File: config.mk
export PLATFORM = sky130hd
export DESIGN_NAME = seg_scan_ctrl_flat
export DESIGN_NICKNAME = d
export VERILOG_FILES = /design/src/rtl/seg_scan_ctrl_if.sv /design/src/rtl/seg_scan_ctrl.sv /design/src/flat_wrapper.sv
export SDC_FILE = /design/constraint.sdc
export NUM_CORES = 1
export LEC_CHECK = 0
export CAP_MARGIN = 20
export CORE_MARGIN = 1.5
export CORE_UTILIZATION = 55
export CTS_CLUSTER_DIAMETER = 40
export DETAILED_ROUTE_END_ITERATION = 12
export PLACE_DENSITY = 0.78
export SLEW_MARGIN = 20
export SYNTH_ARGS = -nofsm -noshare
export SYNTH_HDL_FRONTEND = slang
export SYNTH_SLANG_ARGS = --single-unit
File: constraint.sdc
create_clock -name clk -period 4.5 [get_ports clk]
set_input_delay 0.9 -clock clk [delete_from_list [all_inputs] [get_ports clk]]
set_output_delay 0.9 -clock clk [all_outputs]
set_load 0.005 [all_outputs]
File: src/rtl/seg_scan_ctrl_if.sv
// Bus between a display-value producer and the seven-segment scan controller.
// The producer drives value/dpin/load and controls; the controller drives the decoder/anode side.
interface seg_scan_ctrl_if #(
  parameter int unsigned NUM_DIGITS = 4
);
  logic                      enable;
  logic                      lzb;
  logic [4*NUM_DIGITS-1:0]   value;
  logic [NUM_DIGITS-1:0]     dpin;
  logic                      load;
  logic                      ldready;
  logic [3:0]                binaryout;
  logic                      decout;
  logic [NUM_DIGITS-1:0]     anode;
  logic                      frame;

  modport master (
    output enable, lzb, value, dpin, load,
    input  ldready, binaryout, decout, anode, frame
  );

  modport slave (
    input  enable, lzb, value, dpin, load,
    output ldready, binaryout, decout, anode, frame
  );
endinterface

File: src/rtl/seg_scan_ctrl.sv
// Time-multiplexed common-anode seven-segment scan controller with a staged,
// frame-synchronous display register, guard blanking and leading-zero blanking.
module seg_scan_ctrl #(
  parameter int unsigned NUM_DIGITS   = 4,
  parameter int unsigned REFRESH_DIV  = 50000,
  parameter int unsigned BLANK_CYCLES = 8
) (
  input  logic             clk,
  input  logic             rst,
  seg_scan_ctrl_if.slave   bus
);

  localparam int unsigned VW   = 4 * NUM_DIGITS;
  localparam int unsigned IW   = $clog2(NUM_DIGITS);
  localparam int unsigned CMAX = (REFRESH_DIV > BLANK_CYCLES) ? REFRESH_DIV : BLANK_CYCLES;
  localparam int unsigned CW   = (CMAX > 1) ? $clog2(CMAX) : 1;

  if (NUM_DIGITS < 2 || NUM_DIGITS > 8) begin : g_bad_digits
    $error("seg_scan_ctrl: NUM_DIGITS must be in 2..8");
  end
  if (REFRESH_DIV < 1) begin : g_bad_refresh
    $error("seg_scan_ctrl: REFRESH_DIV must be >= 1");
  end
  if (BLANK_CYCLES < 1) begin : g_bad_blank
    $error("seg_scan_ctrl: BLANK_CYCLES must be >= 1");
  end

  typedef enum logic [1:0] {
    IDLE  = 2'd0,
    BLANK = 2'd1,
    SHOW  = 2'd2
  } state_t;

  state_t                state;
  logic [IW-1:0]         idx;
  logic [CW-1:0]         cnt;
  logic [VW-1:0]         stg_val;
  logic [NUM_DIGITS-1:0] stg_dp;
  logic                  pend;
  logic [VW-1:0]         dsp_val;
  logic [NUM_DIGITS-1:0] dsp_dp;
  logic [3:0]            binaryout_q;
  logic                  decout_q;
  logic [NUM_DIGITS-1:0] anode_q;
  logic                  frame_q;

  state_t                nxt_state;
  logic [IW-1:0]         nxt_idx;
  logic [CW-1:0]         nxt_cnt;
  logic                  boundary;
  logic                  xfer;
  logic                  capture;
  logic [VW-1:0]         nxt_val;
  logic [NUM_DIGITS-1:0] nxt_dp;
  logic [NUM_DIGITS-1:0] sup;
  logic                  all_zero;
  logic [3:0]            nxt_code;
  logic                  nxt_dpb;
  logic [NUM_DIGITS-1:0] nxt_anode;
  logic [3:0]            nxt_bin;
  logic                  nxt_dec;

  logic last_blank;
  logic last_show;
  logic last_idx;

  assign last_blank = (cnt == CW'(BLANK_CYCLES - 1));
  assign last_show  = (cnt == CW'(REFRESH_DIV - 1));
  assign last_idx   = (idx == IW'(NUM_DIGITS - 1));

  // Scan sequencing and frame-boundary detection.
  always_comb begin
    nxt_state = state;
    nxt_idx   = idx;
    nxt_cnt   = cnt;
    boundary  = 1'b0;
    if (!bus.enable) begin
      nxt_state = IDLE;
      nxt_idx   = '0;
      nxt_cnt   = '0;
    end else begin
      case (state)
        IDLE: begin
          nxt_state = BLANK;
          nxt_idx   = '0;
          nxt_cnt   = '0;
          boundary  = 1'b1;
        end
        BLANK: begin
          if (last_blank) begin
            nxt_state = SHOW;
            nxt_cnt   = '0;
          end else begin
            nxt_cnt = cnt + CW'(1);
          end
        end
        SHOW: begin
          if (last_show) begin
            nxt_state = BLANK;
            nxt_cnt   = '0;
            nxt_idx   = last_idx ? '0 : idx + IW'(1);
            boundary  = last_idx;
          end else begin
            nxt_cnt = cnt + CW'(1);
          end
        end
        default: begin
          nxt_state = IDLE;
          nxt_idx   = '0;
          nxt_cnt   = '0;
        end
      endcase
    end
  end

  // Staging transfer happens only at frame boundaries or while idle; a
  // transfer always wins over a capture, so the load is taken a cycle later.
  always_comb begin
    xfer    = pend && ((state == IDLE) || boundary);
    capture = bus.load && !pend;
    nxt_val = xfer ? stg_val : dsp_val;
    nxt_dp  = xfer ? stg_dp  : dsp_dp;
  end

  // Leading-zero suppression scanned from the most significant digit down.
  always_comb begin
    all_zero = 1'b1;
    sup      = '0;
    for (int i = NUM_DIGITS - 1; i >= 0; i--) begin
      all_zero = all_zero && (nxt_val[4*i +: 4] == 4'd0);
      sup[i]   = bus.lzb && all_zero && (i != 0);
    end
  end

  // Output values for the cycle after the coming edge.
  always_comb begin
    nxt_code  = nxt_val[{nxt_idx, 2'b00} +: 4];
    nxt_dpb   = nxt_dp[nxt_idx];
    nxt_anode = '1;
    if (nxt_state == SHOW) begin
      if (state == SHOW) begin
        nxt_anode = anode_q;
      end else if (!sup[nxt_idx]) begin
        nxt_anode = ~(NUM_DIGITS'(1) << nxt_idx);
      end
    end
    nxt_bin = (nxt_state == IDLE) ? 4'd0 : nxt_code;
    nxt_dec = (nxt_state == IDLE) ? 1'b0 : nxt_dpb;
  end

  always_ff @(posedge clk or posedge rst) begin
    if (rst) begin
      state       <= IDLE;
      idx         <= '0;
      cnt         <= '0;
      stg_val     <= '0;
      stg_dp      <= '0;
      pend        <= 1'b0;
      dsp_val     <= '0;
      dsp_dp      <= '0;
      binaryout_q <= 4'd0;
      decout_q    <= 1'b0;
      anode_q     <= '1;
      frame_q     <= 1'b0;
    end else begin
      state       <= nxt_state;
      idx         <= nxt_idx;
      cnt         <= nxt_cnt;
      dsp_val     <= nxt_val;
      dsp_dp      <= nxt_dp;
      binaryout_q <= nxt_bin;
      decout_q    <= nxt_dec;
      anode_q     <= nxt_anode;
      frame_q     <= boundary;
      if (xfer) begin
        pend <= 1'b0;
      end else if (capture) begin
        stg_val <= bus.value;
        stg_dp  <= bus.dpin;
        pend    <= 1'b1;
      end
    end
  end

  assign bus.ldready   = ~pend;
  assign bus.binaryout = binaryout_q;
  assign bus.decout    = decout_q;
  assign bus.anode     = anode_q;
  assign bus.frame     = frame_q;

endmodule

File: src/flat_wrapper.sv
// flat-port wrapper written by rule: the top's interface ports become plain ports
module seg_scan_ctrl_flat 
#(
  parameter int unsigned NUM_DIGITS   = 4,
  parameter int unsigned REFRESH_DIV  = 50000,
  parameter int unsigned BLANK_CYCLES = 8
)
  (clk, rst, bus_enable, bus_lzb, bus_value, bus_dpin, bus_load, bus_ldready, bus_binaryout, bus_decout, bus_anode, bus_frame);
  seg_scan_ctrl_if #(.NUM_DIGITS(NUM_DIGITS)) bus_i ();
  input  logic clk;
  input  logic rst;
  input wire logic [$bits(bus_i.enable)-1:0] bus_enable;
  input wire logic [$bits(bus_i.lzb)-1:0] bus_lzb;
  input wire logic [$bits(bus_i.value)-1:0] bus_value;
  input wire logic [$bits(bus_i.dpin)-1:0] bus_dpin;
  input wire logic [$bits(bus_i.load)-1:0] bus_load;
  output wire logic [$bits(bus_i.ldready)-1:0] bus_ldready;
  output wire logic [$bits(bus_i.binaryout)-1:0] bus_binaryout;
  output wire logic [$bits(bus_i.decout)-1:0] bus_decout;
  output wire logic [$bits(bus_i.anode)-1:0] bus_anode;
  output wire logic [$bits(bus_i.frame)-1:0] bus_frame;
  assign bus_i.enable = bus_enable;
  assign bus_i.lzb = bus_lzb;
  assign bus_i.value = bus_value;
  assign bus_i.dpin = bus_dpin;
  assign bus_i.load = bus_load;
  assign bus_ldready = bus_i.ldready;
  assign bus_binaryout = bus_i.binaryout;
  assign bus_decout = bus_i.decout;
  assign bus_anode = bus_i.anode;
  assign bus_frame = bus_i.frame;
  seg_scan_ctrl #(.NUM_DIGITS(NUM_DIGITS), .REFRESH_DIV(REFRESH_DIV), .BLANK_CYCLES(BLANK_CYCLES)) u_core (.clk(clk), .rst(rst), .bus(bus_i));
endmodule
After elaboration in Yosys (flattened, before gate mapping)
Index checks and enable logic that the tools add are counted.
{ "classes": {"bitwise_logic": 3, "n_reduce_logical": 16, "mux": 28, "n_eq_ne": 7, "add_sub_neg": 2, "magnitude_cmp": 1, "n_shift": 2} }
{ "ops": {"columns": ["cell", "count"], "rows": [
  ["16-bit 2-to-1 mux", 4],
  ["16-bit case mux with 2 select lines", 1],
  ["4-bit 2-to-1 mux", 5],
  ["16-bit by 1-bit adder with 16-bit output, second input constant", 1],
  ["16-bit == test, second input constant", 1],
  ["16-bit by 3-bit == test with 1-bit output, second input constant", 1],
  ["16-bit by 5-bit indexed part select with 4-bit output", 1],
  ["4-bit logical NOT", 3],
  ["2-bit 2-to-1 mux", 6],
  ["1-bit logical AND", 7],
  ["1-bit 2-to-1 mux", 7],
  ["2-bit == test, second input constant", 3],
  ["2-bit case mux with 3 select lines", 1],
  ["1-bit binary-select mux with 2-bit select", 2],
  ["2-bit logical NOT", 2],
  ["4-bit NOT", 1],
  ["2-bit case mux with 2 select lines", 1],
  ["1-bit by 2-bit left shift with 4-bit output, first input constant", 1],
  ["2-bit by 3-bit < comparator with 1-bit output, second input constant", 1],
  ["2-bit by 1-bit adder with 2-bit output, second input constant", 1],
  ["2-bit by 1-bit == test with 1-bit output, second input constant", 1],
  ["2-bit inequality test, second input constant", 1],
  ["1-bit NOT", 2],
  ["1-bit case mux with 2 select lines", 1],
  ["4 further kinds", 4]
]} }
{ "word_totals": {"ff_bits": 71, "input_bits": 25} }

Depth between registers and ports, before layout
Gate-level depths: netlist of run 1.
{ "logic_depth": {"ltp_word": 16, "ltp_mapped": 10, "mapped_depth_nobuf": 9} }

Worst setup path before layout of run 1
No wires, ideal clock.
{ "synth_timing": {"path_type": "register to register", "from": "register u_core.cnt[11]", "to": "register u_core.decout_q (netlist: u_core.bus.decout)", "path_buffers": 0, "required_time_ns": 4.378, "synth_period_minus_slack_ns": 2.540, "arrival_ns": 2.419, "path_stages_with_launch": 8, "setup_ns": 0.122, "setup_slack_ns": 1.960, "path_cell_list": "dfrtp_1 > or4_4 > nor4_2 > mux2_2 > a21o_4 > inv_4 > mux2_2 > a32o_1"} }
{ "synth_between": {"elab_chain_cells": 10, "elab_cells_between_ends": 19, "classes_between": "eq/ne: 2; mux: 14; reduce/logical: 3"} }
{ "synth_rtl": {"columns": ["element", "line_no", "text"], "rows": [
  ["from (decl)", "seg_scan_ctrl.sv:36", "logic [CW-1:0] cnt;"],
  ["from (signal assigned)", "seg_scan_ctrl.sv:168", "cnt <= nxt_cnt;"],
  ["16-bit == test", "seg_scan_ctrl.sv:68", "assign last_show = (cnt == CW'(REFRESH_DIV - 1));"],
  ["1-bit 2-to-1 mux", "seg_scan_ctrl.sv:98", "if (last_show) begin"],
  ["1-bit case mux with 2 select lines", "seg_scan_ctrl.sv:82", "case (state)"],
  ["1-bit 2-to-1 mux", "seg_scan_ctrl.sv:77", "if (!bus.enable) begin"],
  ["1-bit logical OR", "seg_scan_ctrl.sv:119", "xfer = pend && ((state == IDLE) || boundary);"],
  ["1-bit logical AND", "seg_scan_ctrl.sv:119", null],
  ["4-bit 2-to-1 mux", "seg_scan_ctrl.sv:122", "nxt_dp = xfer ? stg_dp : dsp_dp;"],
  ["1-bit binary-select mux with 2-bit select", "seg_scan_ctrl.sv:138", "nxt_dpb = nxt_dp[nxt_idx];"],
  ["1-bit 2-to-1 mux (not written as such)", "seg_scan_ctrl.sv:138", null],
  ["1-bit 2-to-1 mux (*)", "seg_scan_ctrl.sv:148", "nxt_dec = (nxt_state == IDLE) ? 1'b0 : nxt_dpb;"],
  ["named net u_core.nxt_dec", "seg_scan_ctrl.sv:61", "logic nxt_dec;"],
  ["to (signal assigned)", "seg_scan_ctrl.sv:172", "decout_q <= nxt_dec;"],
  ["to (decl)", "seg_scan_ctrl.sv:43", "logic decout_q;"]
]} }
The timed path passes the listed nets; every way through them passes the cells marked *. The select of a mux whose other input is x is not followed.
A chain may end at the register's enable or synchronous reset.

Final worst setup path of run 1
{ "layout_timing": {"from": "register u_core.cnt[10]", "to": "register u_core.binaryout_q[0] (netlist: u_core.bus.binaryout[0])"} }
{ "layout_between": {"elab_chain_cells": 9, "elab_cells_between_ends": 18, "classes_between": "eq/ne: 2; shift: 1; mux: 12; reduce/logical: 3"} }
{ "layout_rtl": {"columns": ["element", "line_no", "text"], "rows": [
  ["16-bit == test", "seg_scan_ctrl.sv:68", null],
  ["1-bit 2-to-1 mux", "seg_scan_ctrl.sv:98", null],
  ["1-bit case mux with 2 select lines", "seg_scan_ctrl.sv:82", null],
  ["1-bit 2-to-1 mux", "seg_scan_ctrl.sv:77", null],
  ["1-bit logical OR", "seg_scan_ctrl.sv:119", null],
  ["1-bit logical AND", "seg_scan_ctrl.sv:119", null],
  ["16-bit 2-to-1 mux", "seg_scan_ctrl.sv:121", "nxt_val = xfer ? stg_val : dsp_val;"],
  ["16-bit by 5-bit indexed part select with 4-bit output", "seg_scan_ctrl.sv:137", "nxt_code = nxt_val[{nxt_idx, 2'b00} +: 4];"],
  ["4-bit 2-to-1 mux (*)", "seg_scan_ctrl.sv:147", "nxt_bin = (nxt_state == IDLE) ? 4'd0 : nxt_code;"],
  ["named net u_core.nxt_bin[0]", "seg_scan_ctrl.sv:60", "logic [3:0] nxt_bin;"],
  ["to (signal assigned)", "seg_scan_ctrl.sv:171", "binaryout_q <= nxt_bin;"],
  ["to (decl)", "seg_scan_ctrl.sv:42", "logic [3:0] binaryout_q;"]
]} }
The timed path passes the listed nets; every way through them passes the cells marked *.

==> results.md, run 1 <==
- Kind of critical path: reg -> reg
- RSZ-0062 raised after global routing: no
- Setup Viol. Count Final: 0
- Post-synth ARST share: 1.00
- Min-delay worst type: reg -> reg
- Cell family with most CP delay: simple AND/OR/NAND/NOR gates
- Routed len/inst: 17.1 um
- Dominant synthesized flop cell: dfrtp_1
- Count of cell types in the netlist: 53
- Minimum hold slack: 0.469 ns
- Endpoints failing hold: 0
- FF-to-FF End: u_core.bus.binaryout[0]
- Most frequent cells in the layout: dfrtp_1 (67), clkdlybuf4s50_1 (35), nor2_1 (24)
- Max-cap viol count: 0
- Sequential area share after synthesis: 0.518
- Avg Inst Size Synth: 11.1 um^2
- Worst path slowest cell: or4_4
- Remaining antenna violation count after routing: 0
- Most common cell after layout, fill and taps aside: dfrtp_1
- DP Cell Count: 408
- Yosys reg bits: 71
- Smallest setup slack after layout: 1.46 ns
- Via/cell ratio: 5.93
- Status: completed
- R2R depth: 6
- Vias post-DR: 2514
- Antenna cells: 0
- First DRT Iteration DRCs: 112
- Post-Syn Nets: 341
- Die width: 82.1 um
- Antenna violations before repair: 0
- Die Span Y: 82.1 um
- EDFF count, synth: 0
- Lkg Pwr: 1.77 nW
- Fraction of layout instances using a drive strength above 1: 0.166
- FP Rows: 28
- Setup TNS: 0 ns
- Post-Syn Area: 3440 um^2
- Hold depth: 1
- Final worst path period share: 0.676
- Core Area: 5990 um^2
- Crit path largest cell delay: 0.60 ns
- Clock latency at the later pin of the worst-skew pair: 0.35 ns
- Nature of the critical path endpoint: flip-flop
- DRC: 0
- Vias in the first global route: 2391
- TritonRoute pass-1 iters: 4
- Clk buf depth: 2
- Htree depth: 3
- Mapped Cells: 310
- Critical path launch point type: flip-flop
- I/O Buffers: 35
- Post-CTS setup buffers: 0
- Worst R2R Start: u_core.cnt[10]
- Detailed placement HPWL: 5040 um
- Root Buffer: clkbuf_8
- Worst-Margin Slew: 0.805 ns
- Placer congestion estimate: 0.836
- CTS tree: yes
- Largest net degree at the start of global routing: 39
- Layout area overhead: 18.8%
- Slew Viols, Final: 0
- Cell Count, Final, Fillers Out: 424
- Critical path cell sequence: or4_4 -> nor3_4 -> a41o_2 -> nand2_1 -> a211o_1 -> a32o_1
- Critical-path maximum fanout: 23
- Dpl ws: 1.30 ns
- CTS Buf Count: 9
- PwrDens: 523 nW/um^2
- Max IR drop VDD: 0.327 mV
- Final net count: 375
- Fmax achieved: 0.329 GHz
- Hold_buf cts: 0
- Post-route minimum period: 3.04 ns
- Hold Path Origin: u_core.cnt[0]
- Post-Route Skew: 0.00931 ns
- CTS clock-pin slew for the worst setup and hold paths: 0.07 ns
- Gr usage total: 0.240
- Resized cells post-CTS: 0
- Max transition margin: 0.462
- Yosys warns: 0
- TritonCTS sink count: 71
- Initial Utilization: 0.574
- Reg-to-reg slack, setup: 1.46 ns
- Required @ worst endpoint: 4.73 ns
- Die ar.: 6740 um^2
- Final wirelength: 7240 um
- WP buf/inv: 0
- Congestion Overflow GR: 0
- Final Core Density: 0.682
- I/O pins: 36
- First-pass GRT wire length: 11800 um
- Hold path endpoint: u_core.cnt[0]
- CP arrival: 3.27 ns
kinds of logic (layout without fill, tap and decap cells):
kind of cell / after synthesis / after routing / share of synthesized area
adder cells (fa/ha/maj): 6 / 6 / 0.0218
XOR/XNOR: 14 / 14 / 0.0356
multiplexers: 22 / 22 / 0.0716
AO/OA/AOI/OAI: 61 / 61 / 0.147
buffers and inverters: 29 / 68 / 0.0360
flip-flops: 71 / 71 / 0.518
AND/OR/NAND/NOR: 107 / 107 / 0.171
sequential cells by signal (all words and copies together), names as in the netlist:
register / count
u_core.bus.anode: 4
u_core.bus.binaryout: 4
u_core.bus.decout: 1
u_core.bus.frame: 1
u_core.cnt: 16
u_core.dsp_dp: 4
u_core.dsp_val: 16
u_core.idx: 2
u_core.pend: 1
u_core.state: 2
u_core.stg_dp: 4
u_core.stg_val: 16
Yosys cell counts, types with 2 or more instances:
library cell	number	area [um^2]
dfstp_2	4	105
buf_2	3	15.0
nor4_1	5	31.3
and3_1	14	87.6
or4_1	2	15.0
xnor2_1	8	70.1
nand2_1	20	75.1
or4_4	2	22.5
ha_1	6	75.1
nor3b_1	2	15.0
a211o_1	5	43.8
clkbuf_1	8	30.0
nor2b_1	3	18.8
inv_1	14	52.6
and2_1	12	75.1
nor3_1	2	10.0
xor2_1	6	52.6
dfrtp_1	67	1680
mux2_2	21	236
nand4_1	2	12.5
a21oi_1	6	30.0
a31oi_1	3	18.8
nand3_1	9	45.0
or3_1	2	12.5
a32o_1	15	150
o21ai_0	5	25.0
a21o_1	5	37.5
nor2_1	24	90.1
o22ai_1	6	37.5
o221ai_1	6	52.6
area by class of cell:
cell class | instances | area, um^2
inverters | 15 | 58.8
well taps | 75 | 93.8
clock inverters | 7 | 120
fillers | 452 | 1900
multi-input cells | 210 | 1540
repair buffers | 37 | 365
clock buffers | 9 | 124
flip-flops and latches | 71 | 1780
worst max path at each step:
stage,from,depth (start not counted),end
finish,u_core.cnt[10],6,u_core.bus.binaryout[0]
global route,u_core.cnt[11],6,u_core.bus.binaryout[0]
CTS,u_core.cnt[10],6,u_core.bus.binaryout[0]
detailed placement,bus_enable,5,u_core.bus.decout
global placement,bus_enable,5,u_core.bus.decout
floorplan,rst,1,u_core.bus.binaryout[0]
stage by stage:
step	area, um^2	power, mW
after detailed placement	3840	1.52
after floorplan	3440	1.35
after global placement	3840	1.50
after global routing	4090	2.25
after CTS	4080	2.14
final	4090	2.14
metal layers:
metal	GRT usage	vias to the layer above	share of wire
met5	0	-	0
li1	-	1198	-
met3	0.0648	8	0.057
met2	0.367	69	0.48
met1	0.336	1239	0.45
met4	0.0695	0	0.011
report_power, final:
group          total (mW)  leakage, nW  switching, mW  internal [mW]
clock network       0.614        0.120          0.244          0.370
logic               0.551        0.752          0.256          0.295
registers           0.971        0.897          0.140          0.831
total                2.14         1.77          0.641           1.50
No activity file was read; power rests on OpenSTA's default activity.
==> inputs of run 2 (changes only) <==
==> constraint.sdc (replaced) <==
create_clock -name clk -period 2.9 [get_ports clk]
set_input_delay 0.58 -clock clk [delete_from_list [all_inputs] [get_ports clk]]
set_output_delay 0.58 -clock clk [all_outputs]
set_load 0.005 [all_outputs]
==> results.md, run 2 (same netlist as run 1, synthesis figures left out) <==
- Status: completed (unchanged)
- TritonRoute pass-1 iters: 5 (was 4)
- Routed len/inst: 17.0 um (was 17.1 um)
- Fmax achieved: 0.364 GHz (was 0.329 GHz)
- Final net count: 381 (was 375)
- Hold Path Origin: u_core.cnt[0] (unchanged)
- Via/cell ratio: 6.00 (was 5.93)
- Post-Route Skew: 0.00709 ns (was 0.00931 ns)
- Detailed placement HPWL: 5130 um (was 5040 um)
- I/O pins: 36 (unchanged)
- First-pass GRT wire length: 12200 um (was 11800 um)
- Antenna cells: 0 (unchanged)
- Final wirelength: 7300 um (was 7240 um)
- Most frequent cells in the layout: dfrtp_1 (67), clkdlybuf4s50_1 (35), nor2_1 (24) (unchanged)
- Antenna violations before repair: 0 (unchanged)
- Max IR drop VDD: 0.563 mV (was 0.327 mV)
- PwrDens: 801 nW/um^2 (was 523 nW/um^2)
- Required @ worst endpoint: 3.12 ns (was 4.73 ns)
- R2R depth: 7 (was 6)
- Post-CTS setup buffers: 0 (unchanged)
- Resized cells post-CTS: 0 (unchanged)
- Hold path endpoint: u_core.cnt[0] (unchanged)
- DRC: 0 (unchanged)
- Post-route minimum period: 2.75 ns (was 3.04 ns)
- Clock latency at the later pin of the worst-skew pair: 0.34 ns (was 0.35 ns)
- Vias post-DR: 2582 (was 2514)
- I/O Buffers: 35 (unchanged)
- Critical path launch point type: flip-flop (unchanged)
- Top flop regs: u_core.cnt: 16 flops, u_core.dsp_val: 16 flops, u_core.stg_val: 16 flops (unchanged)
- Die width: 82.1 um (unchanged)
- Root Buffer: clkbuf_8 (unchanged)
- First DRT Iteration DRCs: 186 (was 112)
- Die Span Y: 82.1 um (unchanged)
- Placer congestion estimate: 0.874 (was 0.836)
- Fraction of layout instances using a drive strength above 1: 0.177 (was 0.166)
- Overall power: 3.30 mW (was 2.14 mW)
- Htree depth: 3 (unchanged)
- RSZ-0062 raised after global routing: no (unchanged)
- Max-cap viol count: 0 (unchanged)
- Endpoints failing hold: 0 (unchanged)
- Critical-path maximum fanout: 15 (was 23)
- Min-delay worst type: reg -> reg (unchanged)
- TritonCTS sink count: 71 (unchanged)
- Hold_buf cts: 0 (unchanged)
- Setup TNS: 0 ns (unchanged)
- CTS tree: yes (unchanged)
- Setup Viol. Count Final: 0 (unchanged)
- Max transition margin: 0.645 (was 0.462)
- Most common cell after layout, fill and taps aside: dfrtp_1 (unchanged)
- Final worst path period share: 0.947 (was 0.676)
- Die ar.: 6740 um^2 (unchanged)
- Largest net degree at the start of global routing: 48 (was 39)
- Hold depth: 1 (unchanged)
- Remaining antenna violation count after routing: 0 (unchanged)
- Initial Utilization: 0.574 (unchanged)
- Worst-Margin Slew: 0.532 ns (was 0.805 ns)
- Core Area: 5990 um^2 (unchanged)
- CTS clock-pin slew for the worst setup and hold paths: 0.08 ns (was 0.07 ns)
- CP arrival: 2.97 ns (was 3.27 ns)
- Lkg Pwr: 1.79 nW (was 1.77 nW)
- Slew Viols, Final: 0 (unchanged)
- Congestion Overflow GR: 0 (unchanged)
- Reg-to-reg slack, setup: 0.15 ns (was 1.46 ns)
- Vias in the first global route: 2533 (was 2391)
- Nature of the critical path endpoint: flip-flop (unchanged)
- CTS Buf Count: 9 (unchanged)
- Layout area overhead: 19.7% (was 18.8%)
- Kind of critical path: reg -> reg (unchanged)
- FF-to-FF End: u_core.bus.decout (was u_core.bus.binaryout[0])
- Clk buf depth: 2 (unchanged)
- Gr usage total: 0.246 (was 0.240)
- FP Rows: 28 (unchanged)
- Worst R2R Start: u_core.cnt[11] (was u_core.cnt[10])
[run 2: cell types whose count changed in the layout (fill, tap and decap cells not counted)]
| cell | previous run | this run |
|---|---|---|
| buf_12 | 0 | 1 |
| buf_4 | 2 | 7 |
| bufinv_16 | 3 | 2 |
| clkbuf_1 | 0 | 1 |
| clkbuf_8 | 9 | 10 |
| inv_6 | 1 | 0 |
| nor2b_2 | 0 | 1 |
| nor2b_4 | 1 | 0 |
[run 2: metrics by stage]
step | utilization | worst slack [ns] | cells | instance area [um^2] | hold slack, ns
after floorplan | - | 0.360 | 310 | 3440 | 0.425
after global placement | 0.650 | 0.227 | 414 | 3890 | 0.436
after detailed placement | 0.650 | 0.184 | 414 | 3890 | 0.449
after CTS | 0.687 | 0.163 | 430 | 4120 | 0.459
after global routing | 0.687 | 0.0604 | 430 | 4120 | 0.475
final | 0.687 | 0.153 | 430 | 4120 | 0.455
[run 2: worst max path at each step]
stage                               from                 to  slack, ns  cells after the start
after CTS                 u_core.cnt[11]  u_core.bus.decout       0.16                      7
after detailed placement  u_core.cnt[11]  u_core.bus.decout       0.18                      7
after floorplan           u_core.cnt[11]  u_core.bus.decout       0.36                      7
final                     u_core.cnt[11]  u_core.bus.decout       0.15                      7
after global routing      u_core.cnt[11]  u_core.bus.decout       0.06                      7
after global placement    u_core.cnt[10]  u_core.bus.decout       0.23                      7
[run 2: layout make-up]
cell class / count / area [um^2]
clock buffers: 11 / 141
clock inverters: 5 / 81.3
fillers: 447 / 1870
inverters: 15 / 58.8
multi-input cells: 210 / 1540
flip-flops and latches: 71 / 1780
well taps: 75 / 93.8
repair buffers: 43 / 423
[run 2: power by group]
part / internal (mW) / switching [mW] / total, mW / leakage, nW
Clock: 0.508 / 0.375 / 0.884 / 0.110
Sequential: 1.29 / 0.176 / 1.47 / 0.897
Combinational: 0.492 / 0.456 / 0.948 / 0.780
[run 2: critical path: stages (launching register included)]
cell     delay, ns
dfrtp_1       0.43
or4_4         0.57
nor4_2        0.29
mux2_2        0.38
a21o_4        0.26
inv_4         0.15
mux2_2        0.35
a32o_1        0.21
[run 2: routing by layer]
metal	up-vias	wire length [um]	GRT usage
met5	-	0	0
met4	0	144	0.110
met3	12	326	0.0549
met2	76	3470	0.378
met1	1289	3360	0.333
li1	1205	-	-
